**config.mk**
```make
export PLATFORM = sky130hd
export DESIGN_NAME = snake_game_ctrl
export DESIGN_NICKNAME = d
export VERILOG_FILES = /design/src/rtl/snake_game_ctrl_pkg.sv /design/src/rtl/snake_lfsr.sv /design/src/rtl/snake_game_ctrl.sv
export SDC_FILE = /design/constraint.sdc
export NUM_CORES = 1
export LEC_CHECK = 0
export ABC_AREA = 1
export BUFFER_PORTS_ARGS = -buffer_cell sky130_fd_sc_hd__buf_2
export CAP_MARGIN = 30
export CORE_ASPECT_RATIO = 1.75
export CORE_UTILIZATION = 35
export CTS_CLUSTER_DIAMETER = 150
export DETAILED_ROUTE_END_ITERATION = 16
export PLACE_DENSITY = 0.53
export REMOVE_ABC_BUFFERS = 1
export SLEW_MARGIN = 10
export SYNTH_ARGS = -nofsm -noshare
export SYNTH_HDL_FRONTEND = slang
export SYNTH_SLANG_ARGS = --single-unit
```
**constraint.sdc**
```tcl
create_clock -name clk_i -period 8.4 [get_ports clk_i]
set_input_delay 0.84 -clock clk_i [delete_from_list [all_inputs] [get_ports clk_i]]
set_output_delay 0.84 -clock clk_i [all_outputs]
set_load 0.01 [all_outputs]
```
**src/rtl/snake_game_ctrl_pkg.sv**
```systemverilog
// Shared encodings and constants for the snake game controller.
package snake_game_ctrl_pkg;

  typedef enum logic [1:0] {
    DirUp    = 2'd0,
    DirRight = 2'd1,
    DirDown  = 2'd2,
    DirLeft  = 2'd3
  } dir_e;

  typedef enum logic [1:0] {
    StIdle  = 2'd0,
    StRun   = 2'd1,
    StPlace = 2'd2,
    StOver  = 2'd3
  } state_e;

  localparam int unsigned FieldSize  = 16;
  localparam logic [3:0]  FieldMax   = 4'(FieldSize - 1);
  localparam logic [3:0]  InitHeadX  = 4'd8;
  localparam logic [3:0]  InitHeadY  = 4'd8;
  localparam logic [3:0]  InitAppleX = 4'd12;
  localparam logic [3:0]  InitAppleY = 4'd8;
  localparam logic [7:0]  LfsrSeed   = 8'hA5;

  // Opposite directions differ only in bit 1 of the encoding.
  function automatic logic is_reverse(input dir_e a, input dir_e b);
    return (a ^ b) == 2'd2;
  endfunction

endpackage

```
**src/rtl/snake_lfsr.sv**
```systemverilog
// Free-running 8-bit Fibonacci LFSR (x^8+x^6+x^5+x^4+1) used for apple placement.
module snake_lfsr
  import snake_game_ctrl_pkg::*;
(
  input  logic       clk_i,
  input  logic       rst_i,
  output logic [7:0] value_o
);

  logic [7:0] lfsr_q, lfsr_d;

  always_comb begin
    lfsr_d = {lfsr_q[6:0], lfsr_q[7] ^ lfsr_q[5] ^ lfsr_q[4] ^ lfsr_q[3]};
  end

  always_ff @(posedge clk_i) begin
    if (rst_i) begin
      lfsr_q <= LfsrSeed;
    end else begin
      lfsr_q <= lfsr_d;
    end
  end

  assign value_o = lfsr_q;

endmodule

```
**src/rtl/snake_game_ctrl.sv**
```systemverilog
// Snake game state: body shift register, apple, score and phase; answers cell occupancy queries.
module snake_game_ctrl
  import snake_game_ctrl_pkg::*;
#(
  parameter int unsigned MAX_LEN   = 16,
  parameter int unsigned START_LEN = 3,
  parameter int unsigned STEP_DIV  = 25_000_000
) (
  input  logic                         clk_i,
  input  logic                         rst_i,
  input  logic                         start_i,
  input  logic [1:0]                   dir_i,
  input  logic                         dir_valid_i,
  input  logic [3:0]                   cell_x_i,
  input  logic [3:0]                   cell_y_i,
  output logic                         cell_body_o,
  output logic [3:0]                   head_x_o,
  output logic [3:0]                   head_y_o,
  output logic [3:0]                   apple_x_o,
  output logic [3:0]                   apple_y_o,
  output logic [$clog2(MAX_LEN+1)-1:0] length_o,
  output logic [7:0]                   score_o,
  output logic [1:0]                   state_o,
  output logic                         game_over_o
);

  localparam int unsigned LenW    = $clog2(MAX_LEN + 1);
  localparam int unsigned CntW    = $clog2(STEP_DIV);
  localparam logic [CntW-1:0] CntLast = CntW'(STEP_DIV - 1);

  function automatic logic [3:0] init_seg_x(input int unsigned i);
    return (i < START_LEN) ? 4'(InitHeadX - i) : 4'd0;
  endfunction

  function automatic logic [3:0] init_seg_y(input int unsigned i);
    return (i < START_LEN) ? InitHeadY : 4'd0;
  endfunction

  state_e          state_q, state_d;
  dir_e            dir_q, dir_d, pend_q, pend_d;
  logic [CntW-1:0] cnt_q, cnt_d;
  logic [3:0]      seg_x_q [MAX_LEN];
  logic [3:0]      seg_y_q [MAX_LEN];
  logic [3:0]      seg_x_d [MAX_LEN];
  logic [3:0]      seg_y_d [MAX_LEN];
  logic [3:0]      apple_x_q, apple_y_q, apple_x_d, apple_y_d;
  logic [LenW-1:0] len_q, len_d;
  logic [7:0]      score_q, score_d;
  logic            game_over_q;
  logic [7:0]      lfsr;

  logic [3:0]         next_x, next_y;
  logic               wall_hit, eat, self_hit, cand_on_body;
  logic [MAX_LEN-1:0] in_body, in_body_no_tail, hit_next, hit_cand, hit_query;

  snake_lfsr u_lfsr (
    .clk_i   (clk_i),
    .rst_i   (rst_i),
    .value_o (lfsr)
  );

  // The step always uses the pending direction, so the next head follows it.
  always_comb begin
    next_x   = seg_x_q[0];
    next_y   = seg_y_q[0];
    wall_hit = 1'b0;
    unique case (pend_q)
      DirUp: begin
        wall_hit = (seg_y_q[0] == 4'd0);
        next_y   = seg_y_q[0] - 4'd1;
      end
      DirRight: begin
        wall_hit = (seg_x_q[0] == FieldMax);
        next_x   = seg_x_q[0] + 4'd1;
      end
      DirDown: begin
        wall_hit = (seg_y_q[0] == FieldMax);
        next_y   = seg_y_q[0] + 4'd1;
      end
      DirLeft: begin
        wall_hit = (seg_x_q[0] == 4'd0);
        next_x   = seg_x_q[0] - 4'd1;
      end
    endcase
  end

  assign eat = (next_x == apple_x_q) && (next_y == apple_y_q);

  for (genvar g = 0; g < MAX_LEN; g++) begin : g_seg
    assign in_body[g]         = LenW'(g) < len_q;
    assign in_body_no_tail[g] = LenW'(g + 1) < len_q;
    assign hit_next[g]  = (seg_x_q[g] == next_x) && (seg_y_q[g] == next_y);
    assign hit_cand[g]  = (seg_x_q[g] == lfsr[7:4]) && (seg_y_q[g] == lfsr[3:0]);
    assign hit_query[g] = (seg_x_q[g] == cell_x_i) && (seg_y_q[g] == cell_y_i);
  end

  // The tail vacates on a plain move but stays put when the snake grows.
  assign self_hit     = |(hit_next & (eat ? in_body : in_body_no_tail));
  assign cand_on_body = |(hit_cand & in_body);
  assign cell_body_o  = |(hit_query & in_body);

  always_comb begin
    state_d   = state_q;
    dir_d     = dir_q;
    pend_d    = pend_q;
    cnt_d     = cnt_q;
    seg_x_d   = seg_x_q;
    seg_y_d   = seg_y_q;
    apple_x_d = apple_x_q;
    apple_y_d = apple_y_q;
    len_d     = len_q;
    score_d   = score_q;

    unique case (state_q)
      StIdle: begin
        if (start_i) state_d = StRun;
      end
      StRun: begin
        if (cnt_q == CntLast) begin
          cnt_d = '0;
          dir_d = pend_q;
          if (wall_hit || self_hit) begin
            state_d = StOver;
          end else begin
            for (int unsigned i = 1; i < MAX_LEN; i++) begin
              seg_x_d[i] = seg_x_q[i-1];
              seg_y_d[i] = seg_y_q[i-1];
            end
            seg_x_d[0] = next_x;
            seg_y_d[0] = next_y;
            if (eat) begin
              len_d   = len_q + 1'b1;
              score_d = (score_q == 8'hFF) ? score_q : score_q + 8'd1;
              state_d = (len_d == LenW'(MAX_LEN)) ? StOver : StPlace;
            end
          end
        end else begin
          cnt_d = cnt_q + 1'b1;
        end
      end
      StPlace: begin
        if (!cand_on_body) begin
          apple_x_d = lfsr[7:4];
          apple_y_d = lfsr[3:0];
          state_d   = StRun;
        end
      end
      StOver: begin
        if (start_i) begin
          for (int unsigned i = 0; i < MAX_LEN; i++) begin
            seg_x_d[i] = init_seg_x(i);
            seg_y_d[i] = init_seg_y(i);
          end
          dir_d     = DirRight;
          pend_d    = DirRight;
          cnt_d     = '0;
          apple_x_d = InitAppleX;
          apple_y_d = InitAppleY;
          len_d     = LenW'(START_LEN);
          score_d   = '0;
          state_d   = StRun;
        end
      end
    endcase

    // Checked against dir_d so a request in the step cycle is judged against the new heading.
    if (dir_valid_i && (state_q == StRun || state_q == StPlace) &&
        !is_reverse(dir_e'(dir_i), dir_d)) begin
      pend_d = dir_e'(dir_i);
    end
  end

  always_ff @(posedge clk_i) begin
    if (rst_i) begin
      state_q <= StIdle;
      dir_q   <= DirRight;
      pend_q  <= DirRight;
      cnt_q   <= '0;
      for (int unsigned i = 0; i < MAX_LEN; i++) begin
        seg_x_q[i] <= init_seg_x(i);
        seg_y_q[i] <= init_seg_y(i);
      end
      apple_x_q   <= InitAppleX;
      apple_y_q   <= InitAppleY;
      len_q       <= LenW'(START_LEN);
      score_q     <= '0;
      game_over_q <= 1'b0;
    end else begin
      state_q     <= state_d;
      dir_q       <= dir_d;
      pend_q      <= pend_d;
      cnt_q       <= cnt_d;
      seg_x_q     <= seg_x_d;
      seg_y_q     <= seg_y_d;
      apple_x_q   <= apple_x_d;
      apple_y_q   <= apple_y_d;
      len_q       <= len_d;
      score_q     <= score_d;
      game_over_q <= (state_d == StOver);
    end
  end

  assign head_x_o    = seg_x_q[0];
  assign head_y_o    = seg_y_q[0];
  assign apple_x_o   = apple_x_q;
  assign apple_y_o   = apple_y_q;
  assign length_o    = len_q;
  assign score_o     = score_q;
  assign state_o     = state_q;
  assign game_over_o = game_over_q;

endmodule

```
==> flow_summary.json, run 1 <==
{
  "status": "finished, final reports clean",
  "die_area_um2": 42500,
  "timing.rr.end": "seg_x_q[12]",
  "cts_max_level": 4,
  "multi_input_area_um2": 9250,
  "drv_slew": 0,
  "worst_pin_slew_ns": 1.02,
  "synth_top_area_share": 0.259,
  "required_ns": 8.80,
  "r2r_start": "pend_q[0]",
  "grt_pass1_vias": 15473,
  "grt_util_met3": 0.0614,
  "ir_drop_v": 0.000153,
  "dr.pass1.iters": 5,
  "max_stage_delay_ns": 0.75,
  "dp.cells": 2792,
  "antenna_found_initial": 0,
  "cts_setup_buffers": 0,
  "grt_setup_unrepaired": "false",
  "routabilityCongestion": 0.946,
  "synth_top_cells_by_count": "nor2_1, nand2_1, inv_1",
  "grt_remaining_overflow": 0,
  "synthesis.area_um2": 14600,
  "yosysMostFrequentCell": "nor2_1",
  "p_total_mw": 3.54,
  "met2_usage": 0.549,
  "hp-class": "flip-flop to flip-flop",
  "syn2layout_area_growth_pct": 6.69,
  "seq_area_frac_synth": 0.259,
  "final_cells": 2824,
  "synthCells": 2303,
  "rows": 98,
  "fmax_ghz": 0.170,
  "ys_ff_latch": 189,
  "use_met1": 0.328,
  "period_needed_ns": 5.90,
  "min-delay-start": "dir_q[0]",
  "yosys_warnings": 0,
  "synth_edf_count": 0,
  "fin_setup_tns_ns": 0,
  "finClkSkew_ns": 0.0147,
  "synth_flop_cell": "dfxtp_1",
  "avgViaCountPerCell": 5.52,
  "crit_fanout": 90,
  "crit_arrival_ns": 6.30,
  "crit_path_end_kind": "flip-flop",
  "holdWs_ns": 0.482,
  "clkTransAtPathRegs_ns": 0.08,
  "criticalPathCategory": "flip-flop to flip-flop",
  "slew_headroom": 0.322,
  "cts_root_buffer": "clkbuf_16",
  "wl_mm": 66.4,
  "busiest_layer": "met2",
  "synth_largest_area_cell": "dfxtp_1",
  "cts-resized-gates": 0,
  "grt_max_degree": 94,
  "reg2reg_depth": 23,
  "async_reset_ff_frac": 0,
  "io_pins": 47,
  "slowest_stage": "inv_4",
  "p_per_area_nw_per_um2": 228,
  "drtIter0Drc": 1154,
  "ant_nets": 0,
  "seq_area_um2": 3790,
  "antenna_cells": 0,
  "n_fill_cell": 4589,
  "initial_utilization": 0.356,
  "core_um2": 41000,
  "track_usage": 0.317,
  "startpoint_type": "flip-flop",
  "drive_gt1_frac": 0.0866,
  "final_hold_viol_count": 0,
  "syn_area_per_cell_um2": 6.33,
  "cpMostUsedCell": "nand2_1",
  "hold_buffers": 0,
  "worst_skew_pair.late_latency_ns": 0.48,
  "cts_buffers": 17,
  "hold-path-cell-count": 2,
  "rrSetupSlack_ns": 2.50,
  "holdPathEnd": "dir_q[0]",
  "grt_pass1_wl_mm": 98.2,
  "crit_chain": "inv_2, ha_1, fa_1, inv_1, nand2_1, nand2_1, nand2_1, nand2_1, nand3_1, nor2_1, nand3_1, nor2_4, nand2_2, a21oi_1, nor2_1, nand2_1, nor2_2, nand3_4, nand2_8, inv_4, buf_4, nor2_1, nor2_1",
  "setup_violations": 0,
  "worst_slack_ns": 2.50,
  "maxCapViolations": 0,
  "dieWidth_um": 156,
  "leakage_nw": 7.11,
  "timing.final.crit_share": 0.702,
  "vias": 15580,
  "cts_tree": "built",
  "clk_path_buf_depth": 2,
  "wl_per_cell_um": 23.5,
  "clock_sinks": 189,
  "yosys-top-cells-area": "dfxtp_1, nor2_1, xor2_1",
  "nNetsFinal": 2291,
  "drc": 0,
  "port_buffers": 46,
  "dp_slack_ns": 2.57,
  "die_h_um": 272,
  "synth_cell_type_count": 52,
  "dpl.hpwl_mm": 45.8
}
-- stage by stage --
stage | utilization | cell area (um2)
3_3_place_gp | 0.365 | 15000
3_5_place_dp | 0.366 | 15000
2_1_floorplan | - | 13800
4_1_cts | 0.380 | 15600
5_1_grt | 0.380 | 15600
6_report | 0.380 | 15600
-- metal layers --
| metal | vias to the layer above | wire (um) | share of wire |
|---|---|---|---|
| li1 | 7276 | - | - |
| met1 | 7339 | 23700 | 0.36 |
| met2 | 682 | 32700 | 0.49 |
| met3 | 283 | 4050 | 0.061 |
| met4 | 0 | 6040 | 0.091 |
| met5 | - | 0 | 0 |
-- how the worst max path moves through the flow --
stage	slack, ns	start	endpoint
after global placement	2.78	pend_q[0]	seg_y_q[13]
after detailed placement	2.57	pend_q[0]	seg_x_q[12]
after CTS	2.57	pend_q[0]	seg_x_q[12]
after floorplan	1.34	state_o[0]	head_x_o[3]
after global routing	2.23	pend_q[0]	seg_y_q[20]
final	2.50	pend_q[0]	seg_x_q[12]
-- sequential cells by signal, indices dropped and copies added (netlist names), 5 cells and up --
register and cells:
cnt_q 25, length_o 5, score_o 8, seg_x_q 60, seg_y_q 60, u_lfsr.value_o 8
-- cell usage in the layout (no fill, tap or decap), types with 3 or more instances in the layout --
master,n
xor2_1,187
a31oi_1,3
buf_4,26
o21ai_0,115
nand3b_1,5
a21oi_1,57
nand2_1,414
nand2_4,6
o2111ai_1,4
nand4_1,55
inv_1,209
ha_1,14
nor2_1,459
a22oi_1,17
a311oi_1,3
o211ai_1,3
buf_2,47
o22ai_1,12
or2_2,3
nand2_2,10
clkinv_4,3
nand3_1,122
o21ai_1,51
nor4_1,35
dfxtp_2,3
inv_8,3
xnor2_1,50
inv_6,6
a211oi_1,9
o41ai_1,6
nor3_1,45
inv_2,6
nor2_2,54
dfxtp_1,186
clkbuf_16,17
-- where the power goes --
group | total [mW] | internal (mW) | switching (mW)
clock network | 0.858 | 0.422 | 0.436
logic | 1.43 | 0.447 | 0.984
registers | 1.25 | 1.02 | 0.235
-- critical path: cells and delay by family, from the launching register on --
| family | cells | cell delay (ns) |
|---|---|---|
| AND/OR/NAND/NOR | 16 | 2.58 |
| buffers and inverters | 4 | 1.54 |
| adder cells (fa/ha/maj) | 2 | 0.80 |
| flip-flops | 1 | 0.50 |
| AO/OA/AOI/OAI | 1 | 0.22 |
-- cell type report --
type | count | area share
clock inverter | 14 | 0.00949
inverter | 218 | 0.0529
sequential | 189 | 0.243
multi-input combinational | 1762 | 0.595
clock buffer | 18 | 0.0276
tap | 550 | 0.0442
timing repair buffer | 73 | 0.0277
-- cells by family (layout without fill, tap and decap cells) --
family	Yosys count	after routing	synth area share
AO/OA/AOI/OAI	289	289	0.111
XOR/XNOR	238	238	0.143
AND/OR/NAND/NOR	1219	1219	0.364
flip-flops	189	189	0.259
buffers and inverters	352	323	0.107
adder cells (fa/ha/maj)	16	16	0.0142
Power figures use the tool's default switching activity.
==> run 2: changes to the inputs <==
--- a/config.mk
+++ b/config.mk
@@ -5,7 +5,7 @@
 export SDC_FILE = /design/constraint.sdc
 export NUM_CORES = 1
 export LEC_CHECK = 0
-export ABC_AREA = 1
+export ABC_AREA = 0
 export BUFFER_PORTS_ARGS = -buffer_cell sky130_fd_sc_hd__buf_2
 export CAP_MARGIN = 30
 export CORE_ASPECT_RATIO = 1.75
==> constraint.sdc (replaced) <==
create_clock -name clk_i -period 5.6 [get_ports clk_i]
set_input_delay 0.56 -clock clk_i [delete_from_list [all_inputs] [get_ports clk_i]]
set_output_delay 0.56 -clock clk_i [all_outputs]
set_load 0.01 [all_outputs]
==> run 2 against run 1 <==
The flow now finishes with violations (design-rule violations). Combinational power decreased by 68%. Register-to-register slack got worse by 2.2 ns. Sequential share of layout area increased by 1.1 points.
==> flow_summary.json, run 2 <==
{
  "status": "finished with violations",
  "violations": "design-rule violations",
  "drive_gt1_frac": 0.113,
  "io_pins": 47,
  "antenna_cells": 0,
  "crit_path_start": "pend_q[1]",
  "die_area_um2": 40400,
  "async_reset_ff_frac": 0,
  "timing.final.crit_share": 0.952,
  "crit_end": "seg_y_q[29]",
  "syn_area_per_cell_um2": 8.48,
  "initial_utilization": 0.354,
  "seq_area_frac_synth": 0.273,
  "worst_pin_slew_ns": 0.968,
  "period_needed_ns": 5.33,
  "synth_largest_area_cell": "dfxtp_1",
  "drtIter0Drc": 799,
  "cts_buffers": 17,
  "rows": 96,
  "ant_nets": 0,
  "post-route-util": 0.380,
  "grt_setup_unrepaired": "false",
  "ys_ff_latch": 189,
  "reg_top3": "seg_x_q x60, seg_y_q x60, cnt_q x25",
  "clock_sinks": 189,
  "rrSetupSlack_ns": 0.27,
  "dieWidth_um": 152,
  "cts_tree": "built",
  "grt_pass1_vias": 11983,
  "worst_skew_pair.late_latency_ns": 0.47,
  "synth_flop_cell": "dfxtp_1",
  "required_ns": 6.02,
  "finClkSkew_ns": 0.00941,
  "leakage_nw": 5.52,
  "final_cells": 2043,
  "cts_root_buffer": "clkbuf_16",
  "final_hold_viol_count": 0,
  "ir_drop_v": 0.000225,
  "synth_edf_count": 0,
  "slew_headroom": 0.354,
  "r2r_start": "pend_q[1]",
  "crit_arrival_ns": 5.75,
  "yosys-top-cells-area": "dfxtp_1, xnor2_1, xor2_1",
  "synthCells": 1634,
  "synth_top_area_share": 0.273,
  "clkTransAtPathRegs_ns": 0.07,
  "core_um2": 39200,
  "fmax_ghz": 0.188,
  "final_cell_mix": "xnor2_1, dfxtp_1, xor2_1",
  "wl_mm": 52.6,
  "grt_max_degree": 81,
  "yosysMostFrequentCell": "xnor2_1",
  "drc": 2,
  "antenna_found_initial": 0,
  "cts-resized-gates": 0,
  "n_fill_cell": 4004,
  "dp.cells": 2010,
  "clk_path_buf_depth": 2,
  "criticalPathCategory": "flip-flop to flip-flop",
  "synth_cell_type_count": 87,
  "cts_max_level": 4,
  "avgViaCountPerCell": 5.92,
  "crit_fanout": 80,
  "dr.pass1.iters": 11,
  "syn2layout_area_growth_pct": 7.35,
  "synthesis.area_um2": 13900,
  "vias": 12102,
  "final_common_cell": "xnor2_1",
  "nNetsFinal": 1570,
  "die_h_um": 265,
  "hp-class": "input port to flip-flop",
  "crit_path_end_kind": "flip-flop",
  "startpoint_type": "flip-flop",
  "setup_violations": 0,
  "drv_slew": 0,
  "track_usage": 0.261,
  "reg2reg_depth": 16,
  "grt_remaining_overflow": 0,
  "synth_top_cells_by_count": "xnor2_1, dfxtp_1, xor2_1",
  "p_per_area_nw_per_um2": 211,
  "yosys_warnings": 0,
  "maxCapViolations": 0,
  "dpl.hpwl_mm": 38.7,
  "routabilityCongestion": 0.970,
  "wl_per_cell_um": 25.7,
  "timing.rr.end": "seg_y_q[29]",
  "port_buffers": 46,
  "grt_pass1_wl_mm": 77.7
}
-- run 2: cell count changes after synthesis, sizes merged, moves of 52 or more --
cell    change
a22o      +116
nand3      -80
xnor2     +222
xor2       -58
o21ai     -123
inv       -186
nand2     -388
nor2      -433
clkbuf     +52
-- run 2: layout make-up --
class | instances | area (um2) | share of cell area
multi-input combinational | 1195 | 9000 | 0.605
tap | 490 | 613 | 0.0412
timing repair buffer | 106 | 766 | 0.0515
sequential | 189 | 3790 | 0.254
clock inverter | 14 | 156 | 0.0105
inverter | 31 | 116 | 0.00782
clock buffer | 18 | 439 | 0.0295
-- run 2: power by group --
group	internal, mW	leakage (nW)	switching, mW
Sequential	1.36	1.53	0.0541
Combinational	0.183	3.70	0.273
Clock	0.679	0.286	0.597
Total	2.22	5.52	0.924
-- run 2: worst min-delay path by stage --
| stage | startpoint | depth (start not counted) | end |
|---|---|---|---|
| global placement | cnt_q[1] | 2 | cnt_q[1] |
| detailed placement | cnt_q[1] | 2 | cnt_q[1] |
| CTS | dir_i[0] | 3 | pend_q[0] |
| floorplan | cnt_q[1] | 2 | cnt_q[1] |
| finish | dir_i[0] | 3 | pend_q[0] |
| global route | dir_i[0] | 3 | pend_q[0] |
-- run 2: worst max-delay path: stages, from the launching register on --
cell and delay [ns]:
dfxtp_1 0.44, inv_1 0.15, ha_1 0.29, nor3b_1 0.81, nor2_2 0.40, buf_4 0.31
xor2_1 0.16, nand4_1 0.22, nor4_1 0.10, buf_4 0.15, or4b_1 0.53, o21ai_2 0.15
buf_4 0.21, nand3_2 0.13, nor3_4 0.15, buf_4 0.74, a22o_1 0.26
-- run 2: what timing repair did --
| action | CTS | global route |
|---|---|---|
| hold buffers | 0 | 0 |
| endpoints found under the setup margin | 0 | 118 |
| buffers inserted | 0 | 1 |
-- run 2: logic make-up (layout without fill, tap and decap cells) --
group,count (synthesis),after routing,synth area share
AO/OA/AOI/OAI,306,306,0.166
XOR/XNOR,419,419,0.282
adder cells (fa/ha/maj),16,16,0.0150
buffers and inverters,250,169,0.0776
flip-flops,189,189,0.273
multiplexers,10,10,0.00830
AND/OR/NAND/NOR,444,444,0.178
-- run 2: routing by layer --
layer / part of all wire / global-route usage / up-vias
met3: 0.049 / 0.0396 / 202
met2: 0.50 / 0.469 / 480
li1: - / - / 5511
met1: 0.36 / 0.267 / 5909
met5: 0 / 0 / -
met4: 0.085 / 0.216 / 0
-- run 2: through the flow --
step / area [um2] / hold WS [ns] / TNS, ns / setup slack [ns] / total power [mW]
floorplan: 12900 / 0.443 / -234.74 / -1.89 / 1.69
global placement: 14200 / 0.460 / 0 / 0.162 / 1.88
detailed placement: 14300 / 0.473 / 0 / 0.222 / 1.89
CTS: 14900 / 0.328 / 0 / 0.173 / 3.16
global route: 14900 / 0.354 / 0 / 0.0645 / 3.25
finish: 14900 / 0.341 / 0 / 0.268 / 3.14
==> run 3: changes to the inputs <==
--- a/config.mk
+++ b/config.mk
@@ -17,4 +17,5 @@
 export SLEW_MARGIN = 10
 export SYNTH_ARGS = -nofsm -noshare
 export SYNTH_HDL_FRONTEND = slang
+export SYNTH_HIERARCHICAL = 1
 export SYNTH_SLANG_ARGS = --single-unit
==> run 3 against run 2 <==
The run now ends clean. Final cell count increased by 16%. First-iteration DRC count increased by 60%. Non-clock buffer count decreased by 15. Total power decreased by 3.5%. Sequential share of layout area decreased by 1.5 points. Maximum frequency increased by 0.26%. Hold slack improved by 0.12 ns. Sequential power decreased by 3%. Wire length increased by 9.8%. Clock skew increased by 0.0012 ns. Largest power group unchanged.
==> flow_summary.json, run 3 <==
{
  "status": "finished, final reports clean",
  "final_common_cell": "nand2_1",
  "slew_headroom": 0.386,
  "finClkSkew_ns": 0.0106,
  "cts_tree": "built",
  "drv_slew": 0,
  "slowest_stage": "o21bai_1",
  "cts_max_level": 4,
  "die_area_um2": 43900,
  "synth_cell_type_count": 86,
  "grt_setup_unrepaired": "false",
  "worst_slack_ns": 0.281,
  "grt_pass1_vias": 13320,
  "synth_top_cells_by_count": "nand2_1, xnor2_1, dfxtp_1",
  "synth_largest_area_cell": "dfxtp_1",
  "crit_arrival_ns": 5.71,
  "timing.final.crit_share": 0.950,
  "wl_per_cell_um": 24.5,
  "core_um2": 42500,
  "p_sw_mw": 0.915,
  "n_fill_cell": 4469,
  "p_seq_frac": 0.452,
  "ant_nets": 0,
  "syn2layout_area_growth_pct": 4.93,
  "cts_setup_buffers": 0,
  "dpl.hpwl_mm": 42.2,
  "final_hold_viol_count": 0,
  "post-route-util": 0.372,
  "p_sw_frac": 0.302,
  "seq_area_frac_synth": 0.251,
  "cts-resized-gates": 0,
  "dp_slack_ns": 0.433,
  "io_pins": 47,
  "drc": 0,
  "internal-power_mw": 2.12,
  "final_cells": 2360,
  "drive_gt1_frac": 0.0873,
  "reg_top3": "seg_x_q x60, seg_y_q x60, cnt_q x25",
  "grt_remaining_overflow": 0,
  "setup_violations": 0,
  "hold_buffers": 0,
  "vias": 13573,
  "multi_input_area_um2": 10000,
  "async_reset_ff_frac": 0,
  "crit_path_end_kind": "flip-flop",
  "hp-class": "input port to flip-flop",
  "cts_root_buffer": "clkbuf_16",
  "synth_top_area_share": 0.251,
  "avgViaCountPerCell": 5.75,
  "rows": 100,
  "critPathTopFamily": "simple AND/OR/NAND/NOR gates",
  "worst_pin_slew_ns": 0.914,
  "ir_drop_v": 0.000236,
  "yosys-top-cells-area": "dfxtp_1, xnor2_1, mux2i_1",
  "required_ns": 6.00,
  "grt_max_degree": 117,
  "crit_fanout": 75,
  "leakage_nw": 6.15,
  "synthCells": 1919,
  "drtIter0Drc": 1278,
  "syn_area_per_cell_um2": 7.85,
  "yosys_warnings": 6,
  "fmax_ghz": 0.188,
  "crit_chain": "buf_4, ha_1, o21bai_1, nand2_2, xor2_1, nand4_1, nor2_1, buf_4, mux2i_1, a22oi_1, and4_1, and2_1, a31oi_4, buf_12, mux2i_1",
  "port_buffers": 46,
  "synth_flop_cell": "dfxtp_1",
  "criticalPathCategory": "flip-flop to flip-flop",
  "pwr-share-clk": 0.409,
  "clkTransAtPathRegs_ns": 0.08,
  "clock_sinks": 189,
  "seq_area_um2": 3790,
  "clk_path_buf_depth": 2,
  "synthesis.area_um2": 15100,
  "startpoint_type": "flip-flop",
  "cts_buffers": 17,
  "die_h_um": 276,
  "initial_utilization": 0.354,
  "routabilityCongestion": 1.10,
  "grt_pass1_wl_mm": 86.6,
  "dieWidth_um": 159,
  "ys_ff_latch": 189,
  "synth_edf_count": 0,
  "fin_setup_tns_ns": 0,
  "yosysMostFrequentCell": "nand2_1",
  "final_cell_mix": "nand2_1, xnor2_1, dfxtp_1",
  "wl_mm": 57.7,
  "max_stage_delay_ns": 0.74,
  "track_usage": 0.263,
  "worst_skew_pair.late_latency_ns": 0.47,
  "pwr-share-comb": 0.139,
  "dr.pass1.iters": 6,
  "antenna_found_initial": 2,
  "period_needed_ns": 5.32,
  "dp.cells": 2327,
  "cp_num_buf_inv": 3,
  "p_per_area_nw_per_um2": 192,
  "nNetsFinal": 1816,
  "maxCapViolations": 0
}
==> run 3: changes by cell type after synthesis, moves of 8 or more <==
cell,delta
nor3_1,+11
a22o_1,-116
xnor2_1,-14
nor2b_1,+10
xor2_1,+9
clkbuf_1,+30
nand2_1,+241
o22ai_1,+8
o21ai_0,+11
buf_2,-25
mux2i_1,+123
xnor3_1,-10
==> run 3: area by class of cell <==
type | instances | share of cell area
tap | 561 | 0.0444
sequential | 189 | 0.240
antenna | 1 | 0.000158
multi-input combinational | 1461 | 0.635
clock inverter | 14 | 0.00855
clock buffer | 17 | 0.0269
timing repair buffer | 91 | 0.0396
inverter | 26 | 0.00633
==> run 3: cells by family after synthesis <==
family                     Yosys count  synth area share
adders and majority gates           16            0.0138
AOI/OAI and AO/OA                  216            0.0992
xor gates and xnor gates           404             0.241
and+or+nand+nor                    691             0.221
buffers and inverters              269            0.0835
DFF                                189             0.251
muxes                              134            0.0896
==> run 3: power groups by stage <==
stage	clock network, mW	logic (mW)	registers (mW)
detailed placement	0	0.412	1.40
floorplan	0	0.229	1.42
CTS	1.26	0.414	1.37
global route	1.31	0.447	1.37
finish	1.24	0.422	1.37
global placement	0	0.407	1.40
==> run 3: through the flow <==
stage	hold WS, ns	cell area, um2	total power, mW
after CTS	0.425	15800	3.05
final	0.459	15800	3.03
after detailed placement	0.492	15200	1.82
after floorplan	0.447	13900	1.65
after global routing	0.442	15800	3.13
after global placement	0.478	15200	1.81
==> run 3: path summary, 6_finish.rpt <==
kind | startpoint | end | slack [ns] | cells past startpoint
setup / recovery | pend_q[0] | seg_x_q[52] | 0.28 | 15
setup reg to reg | pend_q[0] | seg_x_q[52] | 0.28 | 15
hold / removal | dir_i[0] | pend_q[0] | 0.46 | 3
hold reg to reg | apple_x_o[0] | apple_x_o[0] | 0.50 | 2
==> run 3: metal layers <==
layer / GRT usage / up-vias / wire length (um)
met5: 0 / - / 8
met3: 0.0425 / 207 / 2970
met2: 0.463 / 555 / 28800
met1: 0.281 / 6601 / 21500
li1: - / 6208 / -
met4: 0.199 / 2 / 4420
==> run 3: worst register-to-register path: stages (launching register included) <==
cell and delay (ns):
dfxtp_1 0.33, buf_4 0.28, ha_1 0.40, o21bai_1 0.75, nand2_2 0.55, xor2_1 0.29, nand4_1 0.12, nor2_1 0.27
buf_4 0.25, mux2i_1 0.20, a22oi_1 0.09, and4_1 0.30, and2_1 0.29, a31oi_4 0.29, buf_12 0.38, mux2i_1 0.45
